`config.mk`:
```
export PLATFORM = sky130hd
export DESIGN_NAME = pipelined_barrel_shifter
export DESIGN_NICKNAME = d
export VERILOG_FILES = /design/src/rtl/shifter_pkg.sv /design/src/rtl/shift_stage.sv /design/src/rtl/pipelined_barrel_shifter.sv
export SDC_FILE = /design/constraint.sdc
export NUM_CORES = 1
export LEC_CHECK = 0
export ABC_AREA = 0
export CELL_PAD_IN_SITES_DETAIL_PLACEMENT = 1
export CELL_PAD_IN_SITES_GLOBAL_PLACEMENT = 2
export CORE_MARGIN = 2
export CORE_UTILIZATION = 36
export DETAILED_ROUTE_END_ITERATION = 16
export PLACE_DENSITY = 0.77
export REMOVE_ABC_BUFFERS = 1
export SETUP_SLACK_MARGIN = 0.5
export SYNTH_ARGS = -nofsm -noshare
export SYNTH_HDL_FRONTEND = slang
export SYNTH_SLANG_ARGS = --single-unit
```
`constraint.sdc`:
```
create_clock -name clock -period 2.5 [get_ports clock]
set_clock_uncertainty 0.2 [all_clocks]
set_input_delay 0.5 -clock clock [delete_from_list [all_inputs] [get_ports clock]]
set_output_delay 0.5 -clock clock [all_outputs]
set_load 0.1 [all_outputs]
```
`src/rtl/shifter_pkg.sv`:
```
// rtl/shifter_pkg.sv - op encodings and bit-reverse helper for the pipelined barrel shifter
package shifter_pkg;

    localparam logic [1:0] OP_SLL = 2'b00;
    localparam logic [1:0] OP_SRL = 2'b01;
    localparam logic [1:0] OP_SRA = 2'b10;
    localparam logic [1:0] OP_ROR = 2'b11;

    localparam int MAX_W = 256;

    // Reverses the low w bits of x; bits above w come back as zero.
    function automatic logic [MAX_W-1:0] bit_reverse(input logic [MAX_W-1:0] x, input int unsigned w);
        logic [MAX_W-1:0] r;
        for (int i = 0; i < MAX_W; i++) begin
            r[i] = x[MAX_W-1-i];
        end
        return r >> (MAX_W - w);
    endfunction

endpackage

```
`src/rtl/shift_stage.sv`:
```
// rtl/shift_stage.sv - one right-shift mux level by SHIFT with its pipeline register
// Sticky register and ports exist only when SHIFTER_STICKY_EN is defined.
module shift_stage
    import shifter_pkg::*;
#(
    parameter int WIDTH = 32,
    parameter int SHIFT = 1,
    parameter int SHW   = 5,
    parameter int TAG_W = 4
) (
    input  logic             clock,
    input  logic             reset_n,
    input  logic             load_i,
    input  logic             valid_i,
    input  logic [WIDTH-1:0] data_i,
    input  logic [1:0]       op_i,
    input  logic [SHW-1:0]   shamt_i,
    input  logic [TAG_W-1:0] tag_i,
`ifdef SHIFTER_STICKY_EN
    input  logic             sticky_i,
    output logic             sticky_o,
`endif
    output logic             valid_o,
    output logic [WIDTH-1:0] data_o,
    output logic [1:0]       op_o,
    output logic [SHW-1:0]   shamt_o,
    output logic [TAG_W-1:0] tag_o
);

    localparam int BIT = $clog2(SHIFT);

    logic             valid_q;
    logic [WIDTH-1:0] data_q, data_d;
    logic [1:0]       op_q;
    logic [SHW-1:0]   shamt_q;
    logic [TAG_W-1:0] tag_q;
    logic [WIDTH-1:0] shifted;
    logic             take;

    assign take = load_i && valid_i;

    // SLL arrives bit-reversed, so every op is a right shift here.
    always_comb begin
        shifted = {{SHIFT{1'b0}}, data_i[WIDTH-1:SHIFT]};
        case (op_i)
            OP_SRA:  shifted = {{SHIFT{data_i[WIDTH-1]}}, data_i[WIDTH-1:SHIFT]};
            OP_ROR:  shifted = {data_i[SHIFT-1:0], data_i[WIDTH-1:SHIFT]};
            default: shifted = {{SHIFT{1'b0}}, data_i[WIDTH-1:SHIFT]};
        endcase
        data_d = shamt_i[BIT] ? shifted : data_i;
    end

    always_ff @(posedge clock) begin
        if (!reset_n) begin
            valid_q <= 1'b0;
            data_q  <= '0;
            op_q    <= '0;
            shamt_q <= '0;
            tag_q   <= '0;
        end else begin
            if (load_i) begin
                valid_q <= valid_i;
            end
            if (take) begin
                data_q  <= data_d;
                op_q    <= op_i;
                shamt_q <= shamt_i;
                tag_q   <= tag_i;
            end
        end
    end

`ifdef SHIFTER_STICKY_EN
    logic sticky_q, sticky_d;

    assign sticky_d = sticky_i | (shamt_i[BIT] && (op_i != OP_ROR) && (|data_i[SHIFT-1:0]));

    always_ff @(posedge clock) begin
        if (!reset_n) begin
            sticky_q <= 1'b0;
        end else if (take) begin
            sticky_q <= sticky_d;
        end
    end

    assign sticky_o = sticky_q;
`endif

    assign valid_o = valid_q;
    assign data_o  = data_q;
    assign op_o    = op_q;
    assign shamt_o = shamt_q;
    assign tag_o   = tag_q;

endmodule

```
`src/rtl/pipelined_barrel_shifter.sv`:
```
// rtl/pipelined_barrel_shifter.sv - SHW-stage SLL/SRL/SRA/ROR shifter with valid/ready on both sides
// Optional sticky output enabled by SHIFTER_STICKY_EN.
module pipelined_barrel_shifter
    import shifter_pkg::*;
#(
    parameter  int WIDTH = 32,
    parameter  int TAG_W = 4,
    localparam int SHW   = $clog2(WIDTH)
) (
    input  logic             clock,
    input  logic             reset_n,
    input  logic             in_valid,
    output logic             in_ready,
    input  logic [WIDTH-1:0] in_data,
    input  logic [SHW-1:0]   in_shamt,
    input  logic [1:0]       in_op,
    input  logic [TAG_W-1:0] in_tag,
    output logic             out_valid,
    input  logic             out_ready,
    output logic [WIDTH-1:0] out_data,
    output logic [TAG_W-1:0] out_tag,
    output logic             out_sticky
);

    logic             valid_a [0:SHW];
    logic [WIDTH-1:0] data_a  [0:SHW];
    logic [1:0]       op_a    [0:SHW];
    logic [SHW-1:0]   shamt_a [0:SHW];
    logic [TAG_W-1:0] tag_a   [0:SHW];
    logic [SHW:0]     load;
    logic [SHW-1:0]   unused_shamt;

    assign valid_a[0] = in_valid;
    assign data_a[0]  = (in_op == OP_SLL) ? WIDTH'(bit_reverse(MAX_W'(in_data), WIDTH)) : in_data;
    assign op_a[0]    = in_op;
    assign shamt_a[0] = in_shamt;
    assign tag_a[0]   = in_tag;

    // A stage loads when empty or when its successor loads; resolved back from out_ready.
    always_comb begin
        load      = '0;
        load[SHW] = out_ready;
        for (int k = SHW - 1; k >= 0; k--) begin
            load[k] = !valid_a[k+1] || load[k+1];
        end
    end

    assign in_ready = load[0];

`ifdef SHIFTER_STICKY_EN
    logic sticky_a [0:SHW];
    assign sticky_a[0] = 1'b0;
`endif

    for (genvar k = 0; k < SHW; k++) begin : g_stage
        shift_stage #(
            .WIDTH (WIDTH),
            .SHIFT (1 << k),
            .SHW   (SHW),
            .TAG_W (TAG_W)
        ) u_stage (
            .clock    (clock),
            .reset_n  (reset_n),
            .load_i   (load[k]),
            .valid_i  (valid_a[k]),
            .data_i   (data_a[k]),
            .op_i     (op_a[k]),
            .shamt_i  (shamt_a[k]),
            .tag_i    (tag_a[k]),
`ifdef SHIFTER_STICKY_EN
            .sticky_i (sticky_a[k]),
            .sticky_o (sticky_a[k+1]),
`endif
            .valid_o  (valid_a[k+1]),
            .data_o   (data_a[k+1]),
            .op_o     (op_a[k+1]),
            .shamt_o  (shamt_a[k+1]),
            .tag_o    (tag_a[k+1])
        );
    end

    assign unused_shamt = shamt_a[SHW];

    assign out_valid = valid_a[SHW];
    assign out_data  = (op_a[SHW] == OP_SLL) ? WIDTH'(bit_reverse(MAX_W'(data_a[SHW]), WIDTH))
                                             : data_a[SHW];
    assign out_tag   = tag_a[SHW];

`ifdef SHIFTER_STICKY_EN
    assign out_sticky = sticky_a[SHW];
`else
    assign out_sticky = 1'b0;
`endif

endmodule
```
==> results of run 1 <==
==> flip-flops by register name, summed over array words and instances (netlist names) <==
name / count
g_stage.u_stage.valid_o: 5
g_stage.u_stage.tag_o: 20
g_stage.u_stage.data_o: 160
g_stage.u_stage.shamt_o: 10
g_stage.u_stage.op_o: 10
==> per-stage QoR <==
stage	total power, mW	utilization (%)	setup slack (ps)	cell area (um2)	hold WS, ps
detailed placement	4.49	42.2	-34.1	11300	247
floorplan	4.14	-	-3070	9270	232
global route	8.47	46.6	-11.0	12400	275
global placement	4.47	42.2	66.6	11300	244
finish	8.11	46.6	46.8	12400	248
CTS	8.21	45.6	17.4	12200	250
==> worst min-delay path: stages (launching register included) <==
cell	delay [ps]
dfxtp_1	310
nand2_1	50
a21oi_1	50
==> repair_timing <==
action / CTS / global route
pin swaps: 1 / 2
endpoints found under the setup margin: 33 / 38
cloned: 0 / 4
setup buffers: 5 / 1
resized for setup: 8 / 39
==> routing by layer <==
metal	part of all wire (%)	GRT usage, %
met5	0	0
met4	1.5	3.60
met3	2.8	2.27
met2	48	27.5
met1	48	22.6
==> logic make-up after synthesis <==
kind of cell,count (synthesis),synth area share (%)
other,1,0.0385
AND/OR/NAND/NOR,320,13.5
AO/OA/AOI/OAI,245,17.2
flip-flops,205,42.1
multiplexers,171,21.8
XOR/XNOR,1,0.0899
buffers and inverters,106,5.19
==> worst paths after layout <==
check                                            startpoint                           end  slack [ps]  cells after the start
worst max-delay path             g_stage[4].u_stage.op_o[0]                   out_data[0]          50                      5
worst min-delay path            g_stage[2].u_stage.tag_o[0]   g_stage[3].u_stage.tag_o[0]         250                      2
worst max register to register   g_stage[4].u_stage.valid_o  g_stage[1].u_stage.data_o[4]         550                      7
worst min register to register  g_stage[2].u_stage.tag_o[0]   g_stage[3].u_stage.tag_o[0]         250                      2
==> area by class of cell <==
cell class                 count  share of cell area, %
clock buffer                  36                   5.92
clock inverter                 7                  0.935
sequential                   205                   33.1
inverter                       9                  0.312
timing repair buffer         123                   13.7
multi-input combinational    738                   42.6
tap                          341                   3.43
==> power by group <==
group	switching, mW	internal [mW]
sequential	0.128	3.41
combinational	0.480	0.411
clock	1.34	2.34
total	1.95	6.16
==> layout by cell type (no fill, tap or decap), drive strengths merged, types with 15 or more instances in the layout <==
cell type / Yosys / layout
nor2: 132 / 132
nor4: 15 / 15
mux2: 32 / 32
clkbuf: 43 / 39
a21oi: 103 / 103
nand2: 133 / 133
nor3: 15 / 15
buf: 54 / 75
a211oi: 100 / 100
mux2i: 109 / 109
mux4: 30 / 30
clkdlybuf4s50: 0 / 44
dfxtp: 205 / 205
o21ai: 29 / 29
==> metrics.md, run 1 <==
| Metric | Value |
|---|---|
| Port Buffers | 84 |
| Share of synthesized registers carrying an async set or reset | 0% |
| EDFF count, synth | 0 |
| CP Class | reg2out |
| Placement row count | 60 |
| Final HPWL DP | 16,400 um |
| CP startpoint kind | register |
| Tcrit/Tclk final | a little over nine tenths |
| Max frequency | around 410 MHz |
| CP top delay family | buffers and inverters |
| CTS tree | built |
| MaxCap Viol Count | 0 |
| CP max FO | 8 |
| Slowest stage cell, crit path | dfxtp_2 |
| Overflow after GRT | 0 |
| Initial Utilization | 36.5% |
| Final WL | approximately 24,000 um |
| Least-Margin Pin Slew | ~660 ps |
| Buf+Inv Stages, Crit Path | 3 |
| Top FF cell, synth | dfxtp_1 |
| Synth cell count leaders | 205 x dfxtp_1, 133 x nand2_1, 130 x nor2_1 |
| Synth area leaders | dfxtp_1 42%, mux2i_1 11%, mux4_2 6.9% |
| Post-synthesis cell type with the largest combined area | dfxtp_1 |
| Critical path, cell by cell | nor2_4, buf_12, clkbuf_16, mux2_4, buf_12 |
| WL per Instance | between 15 and 20 um |
| Headroom to the max-slew limit | a little under three fifths |
| Final hold vios | 0 |
| Count leader, synth | dfxtp_1 |
| Initial antenna violation count | 0 |
| Root buf cell | clkbuf_16 |
| Post-synthesis register bit count | around 210 |
| Layout cells sized above 1 | between 20% and 30% |
| Synth top area share | approximately 42% |
| GRT Overall Usage | between 15 and 20% |
| Arrival @ worst endpoint | roughly 1800 ps |
| CTS Buf Count | 24 |
| Register area share after synthesis | between 40% and 50% |
| Die Y | roughly 170 um |
| Yosys warning count | 0 |
| Width of the die | 169 um |
| Synthesized area | about 9700 um2 |
| Critical Path RT | roughly 1800 ps |
| Worst-Skew Late Latency | 520 ps |
| Vias in the first global route | between 7,000 and 8,000 |
| Max Slew Vio Count | 0 |
| Crit. End Element | output port |
| CTS clk-pin slew, worst paths | 60 ps |
| 1st-iter DRT viols | between 200 and 250 |
| Die ar. | between 20,000 and 30,000 um2 |
| P&R area growth vs syn | 27.7% |
| RSZ-0062 raised after global routing | true |
| Slowest cell delay on critical path | between 300 and 400 ps |
| Number of remaining DRC errors | 0 |
| Max VDD drop | around 330 uV |
| Syn Area/Cell | slightly above 9 um2 |
| Placed Cells | approximately 1,400 |
| Final setup fails | 0 |
| Antenna cell count | 0 |
| PwrDens | roughly 650 nW/um2 |
| Static Leak | approximately 4.2 nW |
| Vias per inst | a little over 5 |
| Tmin final | around 2500 ps |
| Largest net degree at the start of global routing | a little over 70 |
| Pre-Repair DR Iteration Count | 4 |
| Clock Sinks | 205 |
| H-tree Lvls | 1 |
| Multi-input logic area | 5310 um2 |
| Run status | finished clean |
| Setup TNS Final | 0 ps |
| Sequential cell area | 4110 um2 |
| Bufs on Longest Clock Path | 3 |
| First-pass GRT wire length | slightly below 40,000 um |
| Fillers | around 3,000 |
| Antenna viol nets, final | 0 |
| I/O pins | 86 |
| Via count | 7,507 |
| Placeable Area | around 27,000 um2 |
| GP Congestion | 0.771 |
| Post-Layout Cell Count | roughly 1,500 |
| NumNets Final | around 1,100 |
| Synth cell types | 42 |
| Hold buffer count at cts | 0 |
| Synth Instances | between 1,000 and 1,500 |
| Worst hold path type | reg2reg |
| Critical Path Most Common Cell | buf_12 |
Power figures use the tool's default switching activity.
==> run 2: changes to the inputs <==
--- a/config.mk
+++ b/config.mk
@@ -12,6 +12,7 @@
 export CORE_UTILIZATION = 36
 export DETAILED_ROUTE_END_ITERATION = 16
 export PLACE_DENSITY = 0.77
+export RECOVER_POWER = 25
 export REMOVE_ABC_BUFFERS = 1
 export SETUP_SLACK_MARGIN = 0.5
 export SYNTH_ARGS = -nofsm -noshare
==> run 2 against run 1 <==
  * Sequential share of layout area is 0.11 points higher
  * Flip-flop and latch count unchanged
  * Routed wire length is essentially flat
  * Maximum frequency about the same
  * Cell count unchanged
  * Count of clock-buffer cells in the layout stayed put
  * Setup slack worse by 1.3 ps
  * Largest power group unchanged
==> metrics.md, run 2 (synthesized netlist as in run 1, its figures left out) <==
| Metric | Value |
|---|---|
| Layout cells sized above 1 | 20.0% |
| Bufs on Longest Clock Path | 3 |
| Antenna cell count | 0 |
| RSZ-0062 raised after global routing | true |
| Final setup fails | 0 |
| Die Y | roughly 170 um |
| WL per Instance | roughly 16 um |
| Hold Startpoint | g_stage[2].u_stage.tag_o[0] |
| CP Class | reg2out |
| Width of the die | around 170 um |
| Crit. End Element | output port |
| CTS clk-pin slew, worst paths | ~60 ps |
| Crit Reg-Reg Startpoint | g_stage[4].u_stage.valid_o |
| Sequential power share | between 40% and 50% |
| Root buf cell | clkbuf_16 |
| Run status | finished clean |
| I/O pins | 86 |
| CTS tree | built |
| CP startpoint | g_stage[4].u_stage.op_o[0] |
| Port Buffers | 84 |
| Largest net degree at the start of global routing | slightly above 70 |
| Via count | 7,541 |
| Placeable Area | between 20,000 and 30,000 um2 |
| Final WL | 23,900 um |
| Vias in the first global route | 7,548 |
| Arrival @ worst endpoint | around 1800 ps |
| Worst-Skew Late Latency | between 500 and 600 ps |
| Worst hold path type | reg2reg |
| Post-DP Area | between 10,000 and 15,000 um2 |
| Vias per inst | 5.17 |
| Commonest non-fill, non-tap cell in the layout | dfxtp_1 |
| Tmin final | approximately 2500 ps |
| WHS Path Cells | 2 |
| Worst r2r dst | g_stage[4].u_stage.data_o[31] |
| Final hold vios | 0 |
| CP max FO | 8 |
| Total power draw | 8.11 mW |
| Final HPWL DP | roughly 16,000 um |
| Max VDD drop | between 300 and 400 uV |
| Max Slew Vio Count | 0 |
| Tcrit/Tclk final | about 100% |
| Die ar. | approximately 28,000 um2 |
| CP startpoint kind | register |
| Placement row count | 60 |
| Critical Path RT | approximately 1800 ps |
| Overflow after GRT | 0 |
| Max frequency | approximately 400 MHz |
| Max reg flops | between 150 and 200 |
| Reg2reg setup slack | about 240 ps |
| 1st-iter DRT viols | around 260 |
| Post-Layout Cell Count | roughly 1,500 |
| Switching Fraction | between 20% and 30% |
| Sw power | between 1.5 and 2 mW |
| Least-Margin Pin Slew | ~1300 ps |
| Antenna viol nets, final | 0 |
| NumNets Final | between 1,000 and 1,500 |
| Internal | between 6 and 7 mW |
| Initial Utilization | 36.5% |
| Initial antenna violation count | 0 |
| Clock Sinks | approximately 200 |
| Clock power share | between 40% and 50% |
| Most frequent cells in the layout | 200 x dfxtp_1, 133 x nand2_1, 129 x nor2_1 |
| Placed Cells | between 1,000 and 1,500 |
| MaxCap Viol Count | 0 |
| GRT Overall Usage | between 15 and 20% |
| H-tree Lvls | 1 |
| P&R area growth vs syn | 27.3% |
| Gate power share | between 10% and 20% |
| PwrDens | 654 nW/um2 |
| WHS Endpoint | g_stage[3].u_stage.tag_o[0] |
| Number of remaining DRC errors | 0 |
| Path depth of the worst reg2reg path | 6 |
| Pre-Repair DR Iteration Count | 4 |
| CTS Buf Count | 24 |
| Final non-filler cell area | 12,400 um2 |
| Static Leak | 4.22 nW |
| GP Congestion | about 0.77 |
| Headroom to the max-slew limit | a little over an eighth |
| First-pass GRT wire length | between 30,000 and 40,000 um |
| Final Core Density | 46.4% |
## run 2: metrics by stage
stage / setup WS [ps] / setup TNS, ps / hold WS (ps)
floorplan: -3070 / -371890 / 232
global placement: 66.6 / 0 / 244
detailed placement: -34.1 / -34.1 / 247
CTS: 17.4 / 0 / 250
global route: -11.0 / -71.5 / 275
finish: 45.5 / 0 / 249
## run 2: final cells by class
type / instances / area (um2)
clock inverter: 7 / 116
sequential: 205 / 4110
inverter: 9 / 38.8
multi-input combinational: 738 / 5310
tap: 341 / 427
fill: 2976 / 14300
clock buffer: 36 / 737
timing repair buffer: 123 / 1660
## run 2: worst max-delay path by stage
| stage | endpoint | slack (ps) | cells after the start |
|---|---|---|---|
| 2_1_floorplan | g_stage[1].u_stage.op_o[0] | -3070 | 3 |
| 3_3_place_gp | g_stage[1].u_stage.data_o[4] | 70 | 7 |
| 3_5_place_dp | g_stage[1].u_stage.data_o[4] | -30 | 7 |
| 4_1_cts | out_data[28] | 20 | 4 |
| 5_1_grt | out_data[25] | -10 | 5 |
| 6_report | out_data[0] | 50 | 5 |
## run 2: power by group through the flow
| stage | clock network [mW] | logic (mW) | registers, mW |
|---|---|---|---|
| global route | 3.94 | 0.974 | 3.55 |
| finish | 3.69 | 0.887 | 3.54 |
| global placement | 0 | 0.865 | 3.60 |
| detailed placement | 0 | 0.883 | 3.61 |
| floorplan | 0 | 0.567 | 3.57 |
| CTS | 3.78 | 0.890 | 3.54 |
## run 2: layer usage
| layer | up-vias | part of all wire (%) | track usage (%) |
|---|---|---|---|
| li1 | 3869 | - | - |
| met1 | 3545 | 48 | 22.6 |
| met2 | 103 | 48 | 27.5 |
| met3 | 24 | 2.9 | 2.27 |
| met4 | 0 | 1.5 | 3.60 |
| met5 | - | 0 | 0 |
## run 2: critical path: stages, from the launching register on
cell and delay [ps]:
dfxtp_2 330, nor2_4 120, buf_12 140, clkbuf_16 160
mux2_4 320, buf_12 170
## run 2: what timing repair did
action,CTS,global route
setup buffers,5,1
gates resized for setup,8,39
pin swaps,1,2
hold buffers,0,0
endpoints found under the setup margin,33,38
gates cloned,0,4
